--- config.mk ---
export PLATFORM = sky130hd
export DESIGN_NAME = mem_access_ctrl
export DESIGN_NICKNAME = d
export VERILOG_FILES = /design/src/rtl/cpu_types_pkg.sv /design/src/rtl/llsc_link_reg.sv /design/src/rtl/mem_access_ctrl.sv
export SDC_FILE = /design/constraint.sdc
export NUM_CORES = 1
export LEC_CHECK = 0
export CORE_MARGIN = 2
export CORE_UTILIZATION = 30
export DETAILED_ROUTE_END_ITERATION = 12
export PLACE_DENSITY_LB_ADDON = 0.12
export SETUP_SLACK_MARGIN = 0.1
export SLEW_MARGIN = 10
export SYNTH_ARGS = -nofsm -noshare
export SYNTH_HDL_FRONTEND = slang
export SYNTH_SLANG_ARGS = --single-unit
--- constraint.sdc ---
create_clock -name CLK -period 5 [get_ports CLK]
set_input_delay 1 -clock CLK [delete_from_list [all_inputs] [get_ports CLK]]
set_output_delay 1 -clock CLK [all_outputs]
set_load 0.05 [all_outputs]
--- src/rtl/cpu_types_pkg.sv ---
// Shared CPU datapath types: word type, memory-controller state encoding
// and a helper that extracts the word index from a byte address.
package cpu_types_pkg;

  localparam int WORD_W = 32;
  localparam int IDX_W  = WORD_W - 2;

  typedef logic [WORD_W-1:0] word_t;
  typedef logic [IDX_W-1:0]  word_idx_t;

  typedef enum logic [1:0] {
    IDLE   = 2'd0,
    REQ    = 2'd1,
    DONE   = 2'd2,
    HALTED = 2'd3
  } memctrl_state_t;

  function automatic word_idx_t word_idx(input word_t a);
    return a[WORD_W-1:2];
  endfunction

endpackage

--- src/rtl/llsc_link_reg.sv ---
// Load-linked reservation: one valid bit plus the reserved word index.
// A coherence invalidate to the reserved word drops the reservation; if it
// lands on the same edge as a new LL to that word, the invalidate wins.
module llsc_link_reg
  import cpu_types_pkg::*;
(
  input  logic      CLK,
  input  logic      nRST,
  input  logic      set,
  input  word_idx_t set_idx,
  input  logic      clr,
  input  logic      snoop_inv,
  input  word_idx_t snoop_idx,
  input  word_idx_t cmp_idx,
  output word_idx_t link_addr,
  output logic      match,
  output logic      snoop_hit
);

  logic      link_valid_q, link_valid_d;
  word_idx_t link_addr_q, link_addr_d;
  logic      snoop_new;

  // Next reservation: set beats clear, but a same-edge invalidate beats set.
  always_comb begin
    snoop_hit    = snoop_inv && link_valid_q && (snoop_idx == link_addr_q);
    snoop_new    = snoop_inv && (snoop_idx == set_idx);
    link_valid_d = link_valid_q;
    link_addr_d  = link_addr_q;
    if (set) begin
      link_valid_d = !snoop_new;
      link_addr_d  = set_idx;
    end else if (clr || snoop_hit) begin
      link_valid_d = 1'b0;
    end
  end

  // Reservation storage.
  always_ff @(posedge CLK or negedge nRST) begin
    if (!nRST) begin
      link_valid_q <= 1'b0;
      link_addr_q  <= '0;
    end else begin
      link_valid_q <= link_valid_d;
      link_addr_q  <= link_addr_d;
    end
  end

  assign link_addr = link_addr_q;
  assign match     = link_valid_q && (cmp_idx == link_addr_q);

endmodule

--- src/rtl/mem_access_ctrl.sv ---
// MEM-stage data-cache access controller with LL/SC support and sticky halt.
// A memory op is accepted in IDLE (stall raised combinationally), held in REQ
// until dhit, and retired with a one-cycle mem_done pulse in DONE. A failing
// SC never touches the cache and goes straight to DONE.
module mem_access_ctrl
  import cpu_types_pkg::*;
(
  input  logic  CLK,
  input  logic  nRST,
  input  logic  exmem_valid,
  input  logic  MemRead_in,
  input  logic  MemWrite_in,
  input  logic  LL_in,
  input  logic  SC_in,
  input  logic  halt_in,
  input  word_t addr_in,
  input  word_t store_in,
  input  logic  dhit,
  input  word_t dmemload,
  input  logic  snoop_inv,
  input  word_t snoop_addr,
  output logic  dmemREN,
  output logic  dmemWEN,
  output word_t dmemaddr,
  output word_t dmemstore,
  output logic  mem_stall,
  output logic  mem_done,
  output word_t load_data,
  output word_t sc_result,
  output logic  halted
);

  memctrl_state_t state_q, state_d;
  word_idx_t      addr_q, addr_d;
  word_t          store_q, store_d;
  word_t          load_q, load_d;
  logic           read_q, read_d;
  logic           write_q, write_d;
  logic           ll_q, ll_d;
  logic           sc_q, sc_d;
  logic           sc_res_q, sc_res_d;

  logic      accept, is_sc, sc_fail;
  logic      link_set, link_clr, link_match, snoop_hit;
  word_idx_t link_addr;
  logic      unused_addr_bits;

  assign unused_addr_bits = ^{addr_in[1:0], snoop_addr[1:0]};

  llsc_link_reg u_link (
    .CLK       (CLK),
    .nRST      (nRST),
    .set       (link_set),
    .set_idx   (addr_q),
    .clr       (link_clr),
    .snoop_inv (snoop_inv),
    .snoop_idx (word_idx(snoop_addr)),
    .cmp_idx   (word_idx(addr_in)),
    .link_addr (link_addr),
    .match     (link_match),
    .snoop_hit (snoop_hit)
  );

  // Next-state, capture and stall decode. Stall is gated by nRST so that it
  // reads low for the whole reset window even if a request is presented.
  always_comb begin
    accept    = nRST && exmem_valid && (MemRead_in || MemWrite_in);
    is_sc     = SC_in && MemWrite_in;
    sc_fail   = is_sc && !(link_match && !snoop_hit);
    state_d   = state_q;
    addr_d    = addr_q;
    store_d   = store_q;
    load_d    = load_q;
    read_d    = read_q;
    write_d   = write_q;
    ll_d      = ll_q;
    sc_d      = sc_q;
    sc_res_d  = sc_res_q;
    link_set  = 1'b0;
    link_clr  = 1'b0;
    mem_stall = 1'b0;
    case (state_q)
      IDLE: begin
        if (exmem_valid && halt_in) begin
          state_d = HALTED;
        end else if (accept) begin
          mem_stall = 1'b1;
          addr_d    = word_idx(addr_in);
          store_d   = store_in;
          read_d    = MemRead_in;
          write_d   = MemWrite_in;
          ll_d      = LL_in && MemRead_in;
          sc_d      = is_sc;
          if (sc_fail) begin
            sc_res_d = 1'b0;
            state_d  = DONE;
          end else begin
            state_d = REQ;
          end
        end
      end
      REQ: begin
        mem_stall = 1'b1;
        if (dhit) begin
          if (read_q) load_d = dmemload;
          link_set = read_q && ll_q;
          link_clr = write_q && (sc_q || (link_addr == addr_q));
          if (sc_q) sc_res_d = 1'b1;
          state_d = DONE;
        end
      end
      DONE:    state_d = IDLE;
      HALTED:  mem_stall = 1'b1;
      default: state_d = IDLE;
    endcase
  end

  // All controller state; reset clears everything asynchronously.
  always_ff @(posedge CLK or negedge nRST) begin
    if (!nRST) begin
      state_q  <= IDLE;
      addr_q   <= '0;
      store_q  <= '0;
      load_q   <= '0;
      read_q   <= 1'b0;
      write_q  <= 1'b0;
      ll_q     <= 1'b0;
      sc_q     <= 1'b0;
      sc_res_q <= 1'b0;
    end else begin
      state_q  <= state_d;
      addr_q   <= addr_d;
      store_q  <= store_d;
      load_q   <= load_d;
      read_q   <= read_d;
      write_q  <= write_d;
      ll_q     <= ll_d;
      sc_q     <= sc_d;
      sc_res_q <= sc_res_d;
    end
  end

  assign dmemREN   = (state_q == REQ) && read_q;
  assign dmemWEN   = (state_q == REQ) && write_q;
  assign dmemaddr  = {addr_q, 2'b00};
  assign dmemstore = store_q;
  assign mem_done  = (state_q == DONE);
  assign load_data = load_q;
  assign sc_result = {31'd0, sc_res_q};
  assign halted    = (state_q == HALTED);

endmodule
* Word level (Yosys, flattened, before mapping)
Cells that the tools add are included.
** Word-level totals
- Register bits after elaboration :: 132
- Bits of input ports :: 138
- Output and inout bits :: 133
** Cells by class
- Eq/ne operators :: 13
- Muxes and demuxes :: 20
- Bitwise operators :: 1
- Reduce and logical (&&, ||, !) cells :: 30
** Operators by type and width (number)
- $eq 30x30->1 :: 4
- $logic_and 1x1->1 :: 15
- $mux 1 :: 13
- $ne 2x2->1 const B :: 5
- $reduce_and 3->1 :: 3
- $mux 2 :: 4
- $pmux 2 s3 :: 1
- $reduce_and 6->1 :: 1
- $eq 2x2->1 const B :: 2
- $pmux 1 s2 :: 2
- $reduce_bool 2->1 :: 2
- $logic_not 1->1 :: 3
- $logic_or 1x1->1 :: 3
- $ne 3x3->1 const B :: 1
- $reduce_bool 3->1 :: 1
- $eq 2x1->1 const B :: 1
- $logic_not 2->1 :: 1
- $reduce_or 2->1 :: 1
- $not 1->1 :: 1

* Logic depth before layout (Yosys ltp)
Gate-level depths: netlist of run 1.
- Depth in word-level cells :: 10
- Depth in mapped cells :: 9
- Depth with buffers taken out :: 8

* Cells and area by module
A second synthesis of run 1 with hierarchy kept.
** Unflattened totals
- Cells, all modules :: 515
- Area total of the unflattened synthesis :: 6665.1 um^2
** Modules (own cells, without submodules)
- mem_access_ctrl :: times used 1, cells an instance 325, area an instance 4529.3 um^2
- llsc_link_reg :: times used 1, cells an instance 190, area an instance 2135.8 um^2

* Worst setup path before layout of run 1
Ideal clock, no wire load.
- Path type :: input-to-output
- Start point :: input MemRead_in
- End point :: output mem_stall
- Arrival time :: 2525 ps
- Required time :: 4000 ps
- Slack :: 1475 ps
- Stages :: 6
- Cells stage by stage :: o211ai_1 > inv_1 > nand3_1 > buf_2 > buf_1 > a21oi_1
** Between the ends
- Cells in the longest elaborated chain, start to end :: 5
** Ends and longest elaborated chain
- start, declared :: line mem_access_ctrl.sv:11 : input logic MemRead_in,
- $logic_or 1x1->1 :: line mem_access_ctrl.sv:67 : accept = nRST && exmem_valid && (MemRead_in || MemWrite_in);
- $logic_and 1x1->1 :: line mem_access_ctrl.sv:67
- $mux 1 :: line mem_access_ctrl.sv:86 : end else if (accept) begin
- $mux 1 :: line mem_access_ctrl.sv:84 : if (exmem_valid && halt_in) begin
- $pmux 1 s2 :: line mem_access_ctrl.sv:82 : case (state_q)
- end, declared :: line mem_access_ctrl.sv:26 : output logic mem_stall,
Every way passes these cells.

* Worst setup path in the final report of run 1
- Start point :: register state_q[1]
- End point :: output dmemWEN
** Between the ends
- Cells in the longest elaborated chain, start to end :: 2
** Ends and longest elaborated chain
- start, declared :: line mem_access_ctrl.sv:33 : memctrl_state_t state_q, state_d;
- start signal, assigned :: line mem_access_ctrl.sv:131 : state_q <= state_d;
- $eq 2x1->1 :: line mem_access_ctrl.sv:144 : assign dmemWEN = (state_q == REQ) && write_q;
- $logic_and 1x1->1 :: line mem_access_ctrl.sv:144
- end, declared :: line mem_access_ctrl.sv:23 : output logic dmemWEN,
Every way passes these cells.

==> results of run 1 <==
[worst paths after layout]
kind / from / to / slack, ps / depth (start not counted)
min: nRST / addr_q[20] / 360 / 1
max in group asynchronous: nRST / addr_q[27] / 3560 / 2
min reg2reg: load_data[10] / load_data[10] / 510 / 1
max: state_q[1] / dmemWEN / 1710 / 4
min in group CLK: load_data[10] / load_data[10] / 510 / 1
max reg2reg: u_link.link_addr[2] / u_link.link_valid_q / 2780 / 6
[through the flow]
| stage | setup WS, ps | std cells | area (um2) |
|---|---|---|---|
| after global routing | 1570 | 1049 | 9780 |
| final | 1710 | 1049 | 9780 |
| after CTS | 1680 | 1049 | 9780 |
| after floorplan | 1480 | 547 | 6800 |
| after global placement | 1740 | 1017 | 9220 |
| after detailed placement | 1720 | 1017 | 9220 |
[report_power, final]
| part | leakage [nW] | internal [mW] | switching, mW |
|---|---|---|---|
| clock network | 0.257 | 0.690 | 0.505 |
| registers | 1.65 | 1.51 | 0.431 |
| logic | 2.21 | 1.37 | 2.17 |
[flip-flops by register name, indices dropped and copies added (netlist names)]
register	flops
u_link.link_valid_q	1
state_q	2
sc_q	1
load_data	32
read_q	1
dmemstore	32
sc_res_q	1
write_q	1
ll_q	1
addr_q	30
u_link.link_addr	30
[cells by family (layout without fill, tap and decap cells)]
kind of cell	count (synthesis)	after routing	synth area share, %
DFF	132	132	49.4
muxes	127	127	21.4
xor gates and xnor gates	120	120	15.7
and+or+nand+nor	61	61	5.81
buffers and inverters	52	274	4.85
AOI/OAI and AO/OA	18	18	1.97
adders and majority gates	4	4	0.749
other	1	33	0.0561
[synth_stat cells (2+ instances only)]
cell type and number:
xor2_1 39, o211ai_1 2, o21ai_0 4, nand4_1 21, mux2_2 126, nand3_1 6
and2_1 3, buf_1 8, dfrtp_1 132, buf_4 34, nand2_1 8, nor4_1 13
ha_1 4, clkbuf_1 5, nor2_1 3, inv_1 4, a21oi_1 3, xnor2_1 81
[per-layer routing]
layer	global-route usage, %	part of all wire, %
met5	0	0.067
met4	5.11	1.4
met3	5.70	8.0
met2	27.4	48
met1	20.9	43
[cell type report]
| cell class | count | share of cell area (%) |
|---|---|---|
| clock inverter | 13 | 1.28 |
| tap | 280 | 3.58 |
| sequential | 132 | 33.8 |
| timing repair buffer | 238 | 24.2 |
| multi-input combinational | 363 | 32.6 |
| inverter | 4 | 0.154 |
| clock buffer | 19 | 4.43 |
[placed cells by master (no fill, tap or decap), types with 2 or more instances in the layout]
master and n:
o21ai_0 4, nor2_1 3, and2_1 3, ha_1 4, clkinvlp_4 5, clkbuf_16 17, clkdlybuf4s50_1 231, xnor2_1 81
inv_1 4, xor2_1 39, nor4_1 13, dfrtp_1 132, inv_6 4, nand4_1 21, conb_1 33, nand2_1 8
clkbuf_1 2, buf_4 6, o211ai_1 2, nand3_1 5, a21oi_1 3, mux2_2 126, clkinv_4 2
==> key figures, run 1 <==
Power
  • Pwr dens: 683 nW/um2
  • Pleak: 4.12 nW
  • Power Total: 6.68 mW
  • Max IR drop VDD: 0.000428 V

Synthesis
  • Post-synthesis sequential area ratio: 49.4%
  • Synth unique cells: 37
  • Most used DFF post-synth: dfrtp_1
  • Mapped Cells: 515
  • Synth top area share: 49.4%
  • Mean post-synth cell area: 13.0 um2
  • Number of synthesized flops with an enable pin: 0
  • Synth Warn #: 0
  • Asr flop ratio synth: 100%
  • Top cells by area, synth: dfrtp_1 (49%), mux2_2 (21%), xnor2_1 (11%)
  • Flops & latches, synth: 132
  • Mapped cell area: 6680 um2
  • Area leader, netlist: dfrtp_1

Setup path
  • WS Path Type: reg2out
  • Startpoint types: register
  • Worst path max stage delay: 820 ps
  • Critical Path AT: 2290 ps
  • Crit. End Element: output port
  • Crit-path slowest cell: clkdlybuf4s50_1
  • CP bufs+invs: 2
  • Crit Path Max Fanout: 10
  • Critical path required time: 4000 ps
  • Cell family with most CP delay: buffers and inverters
  • Critical-path cell list: inv_1, ha_1, and2_1, clkdlybuf4s50_1

Drt
  • Vias per cell: 4.50
  • Routed length per placed instance: 18.4 um
  • Antenna Violating Nets Remaining: 0
  • Residual DRC: 0
  • DR vias: 4,724
  • First DRT Iteration DRCs: 165
  • Pre-antenna DRT Iters: 4
  • Total wire length: 19.3 mm

STA
  • Worst slew margin: 36.2%
  • Highest clock rate: 304 MHz
  • Worst-Margin Slew: 957 ps
  • Final min period: 3290 ps
  • Setup Skew: 10.2 ps
  • Final TNS setup: 0 ps
  • Final period util: 65.8%
  • RSZ-0062 raised after global routing: false
  • Slew Viols, Final: 0
  • Hold Slack: 365 ps
  • Setup violators final: 0
  • Final hold violation count: 0

Floorplan
  • I/O pins: 271
  • Std-Cell Rows: 54
  • Die Span Y: 153 um
  • Die area: 23,500 um2
  • Starting Density: 30.6%
  • Die width: 153 um
  • Core Region: 21,800 um2

Cells and area
  • FF+latch area: 3300 um2
  • Final Net Count: 898
  • Share of cells above drive strength 1: 22.1%
  • Fin util: 44.8%
  • Syn-to-layout area delta: 46.4%
  • # diodes: 0
  • Layout fillers: 2,016
  • Area of the multi-input gates: 3190 um2

Global route
  • Total track usage: 16.7%
  • Vias in the first global route: 5,318
  • Antenna violations before repair: 1
  • First-pass GRT wire length: 30.1 mm
  • Largest net degree at the start of global routing: 69
  • Gr ovfl total: 0

Clock tree
  • Later-pin clock latency in the skew report: 420 ps
  • # Post-CTS Setup Buffers: 0
  • CTS tree: built
  • Number of hold buffers added after cts: 0
  • Clock Pin Slew Worst Setup and Hold Paths: 60 ps
  • Sink Count: 132
  • Clock root buffer: clkbuf_16
  • TritonCTS buffer count: 17
  • H-tree depth: 4
  • Post-CTS Resized: 0
  • Max Buffers Root-to-Sink: 2

Worst hold path
  • Hold Path Class: in2async

Run
  • Max Cap Viol: 0

Placement
  • Port Buffers: 233
  • Detailed Place HPWL: 14.6 mm
  • GP Congestion: 0.777

Outcome
  • Status: complete, no violations
Note: power is estimated with default switching activity, not from simulation.
==> inputs of run 2 (changes only) <==
==> constraint.sdc (replaced) <==
create_clock -name CLK -period 2.8 [get_ports CLK]
set_input_delay 0.56 -clock CLK [delete_from_list [all_inputs] [get_ports CLK]]
set_output_delay 0.56 -clock CLK [all_outputs]
set_load 0.05 [all_outputs]
==> key figures, run 2 (synthesized netlist as in run 1, its figures left out) <==
Global route
  • Largest net degree at the start of global routing: 66 (-4.3%)
  • Total track usage: 17.2% (+0.47 points)
  • First-pass GRT wire length: 30.9 mm (+2.9%)
  • Gr ovfl total: 0 (unchanged)
  • Antenna violations before repair: 0 (-1)
  • Vias in the first global route: 5,394 (+1.4%)

STA
  • Worst-Margin Slew: 841 ps (-117 ps)
  • Final TNS setup: 0 ps (unchanged)
  • Worst slew margin: 44.0% (+7.8 points)
  • Final period util: 90.1%
  • Final min period: 2520 ps
  • Setup violators final: 0 (unchanged)
  • Slew Viols, Final: 0 (unchanged)
  • Final hold violation count: 0 (unchanged)
  • Highest clock rate: 396 MHz
  • Setup Skew: 6.66 ps (-3.55 ps)
  • RSZ-0062 raised after global routing: false

Drt
  • Antenna Violating Nets Remaining: 0 (unchanged)
  • DR vias: 4,775 (+1.1%)
  • Vias per cell: 4.53 (+0.70%)
  • Routed length per placed instance: 18.7 um (+1.4%)
  • Residual DRC: 0 (unchanged)
  • Total wire length: 19.7 mm (+1.8%)
  • First DRT Iteration DRCs: 121 (-27%)
  • Pre-antenna DRT Iters: 4 (unchanged)

Floorplan
  • Std-Cell Rows: 54 (unchanged)
  • Die area: 23,500 um2 (unchanged)
  • I/O pins: 271 (unchanged)
  • Core Region: 21,800 um2 (unchanged)
  • Die width: 153 um (unchanged)
  • Die Span Y: 153 um (unchanged)
  • Starting Density: 30.6% (unchanged)

Clock tree
  • Clock root buffer: clkbuf_16
  • Number of hold buffers added after cts: 0 (unchanged)
  • # Post-CTS Setup Buffers: 0 (unchanged)
  • Clock Pin Slew Worst Setup and Hold Paths: 60 ps (about the same)
  • H-tree depth: 4 (unchanged)
  • CTS tree: built
  • Sink Count: 132 (unchanged)
  • Max Buffers Root-to-Sink: 2 (unchanged)
  • Post-CTS Resized: 0 (unchanged)
  • Later-pin clock latency in the skew report: 410 ps (about the same)
  • TritonCTS buffer count: 17 (unchanged)

Setup path
  • Crit. End Element: output port
  • Critical Path AT: 1960 ps (-330 ps)
  • Critical path required time: 2240 ps (-1760 ps)
  • Crit Path Max Fanout: 4 (-6)
  • WS Path Type: reg2out
  • Startpoint types: register
  • R2R Setup Slk: 550 ps (-2230 ps)

Cells and area
  • # diodes: 0 (unchanged)
  • Syn-to-layout area delta: 48.8%
  • Most common cell after layout, fill and taps aside: clkdlybuf4s50_1
  • Most frequent cells in the layout: clkdlybuf4s50_1 (229), dfrtp_1 (132), mux2_2 (126)
  • Fin util: 45.6% (+0.75 points)
  • Final Net Count: 902 (+0.45%)
  • Share of cells above drive strength 1: 22.9% (+0.79 points)

Outcome
  • Status: complete, no violations

Power
  • Pwr dens: 1240 nW/um2 (+82%)
  • Max IR drop VDD: 0.000718 V (+68%)
  • Power Total: 12.3 mW (+85%)
  • Pleak: 4.22 nW (+2.4%)

Run
  • Max Cap Viol: 0 (unchanged)

Placement
  • Port Buffers: 233 (unchanged)
  • GP Congestion: 0.800 (+3.0%)
  • Detailed Place HPWL: 14.9 mm (+2.3%)

Worst hold path
  • Hold Path Class: in2async
==> run 2: cell types whose count changed in the layout (fill, tap and decap cells not counted), sizes merged <==
cell / previous run / this run
buf: 7 / 13
clkdlybuf4s50: 231 / 229
clkinvlp: 5 / 2
inv: 8 / 5
clkbuf: 19 / 20
bufinv: 1 / 5
clkinv: 3 / 4
==> run 2: critical path, cell delays in order, from the launching register on <==
cell and delay (ps):
dfrtp_1 420, inv_1 90, ha_1 200, clkdlybuf4s50_1 840
==> run 2: cell type report <==
class                      instances  area (um2)
tap                              280         350
inverter                           4        15.0
timing repair buffer             242        2430
clock buffer                      20         457
sequential                       132        3300
multi-input combinational        363        3190
clock inverter                    12         201
fill                            2011       11900
==> run 2: power breakdown <==
part	internal, mW	switching (mW)
sequential	2.70	0.754
combinational	2.50	3.90
clock	1.63	0.863
==> run 2: final timing paths <==
check	from	depth (start not counted)	to
max in group asynchronous	nRST	3	addr_q[27]
min in group CLK	ll_q	2	ll_q
min reg2reg	ll_q	2	ll_q
max reg2reg	addr_q[18]	6	u_link.link_valid_q
min	nRST	2	load_data[27]
max	state_q[0]	3	mem_done
==> run 2: layer usage <==
layer | vias to the layer above | GRT usage [%] | part of all wire [%]
li1 | 2227 | - | -
met1 | 2343 | 21.1 | 42
met2 | 195 | 28.4 | 49
met3 | 10 | 6.66 | 8.6
met4 | 0 | 4.23 | 0.70
met5 | - | 0 | 0
==> run 2: through the flow <==
stage / cell area (um2) / setup WS [ps] / hold slack (ps) / cells
4_1_cts: 9940 / 243 / 202 / 1053
2_1_floorplan: 6800 / 155 / 264 / 547
3_3_place_gp: 9290 / 50.6 / 468 / 1021
3_5_place_dp: 9290 / 22.0 / 484 / 1021
5_1_grt: 9940 / 172 / 221 / 1053
6_report: 9940 / 277 / 206 / 1053
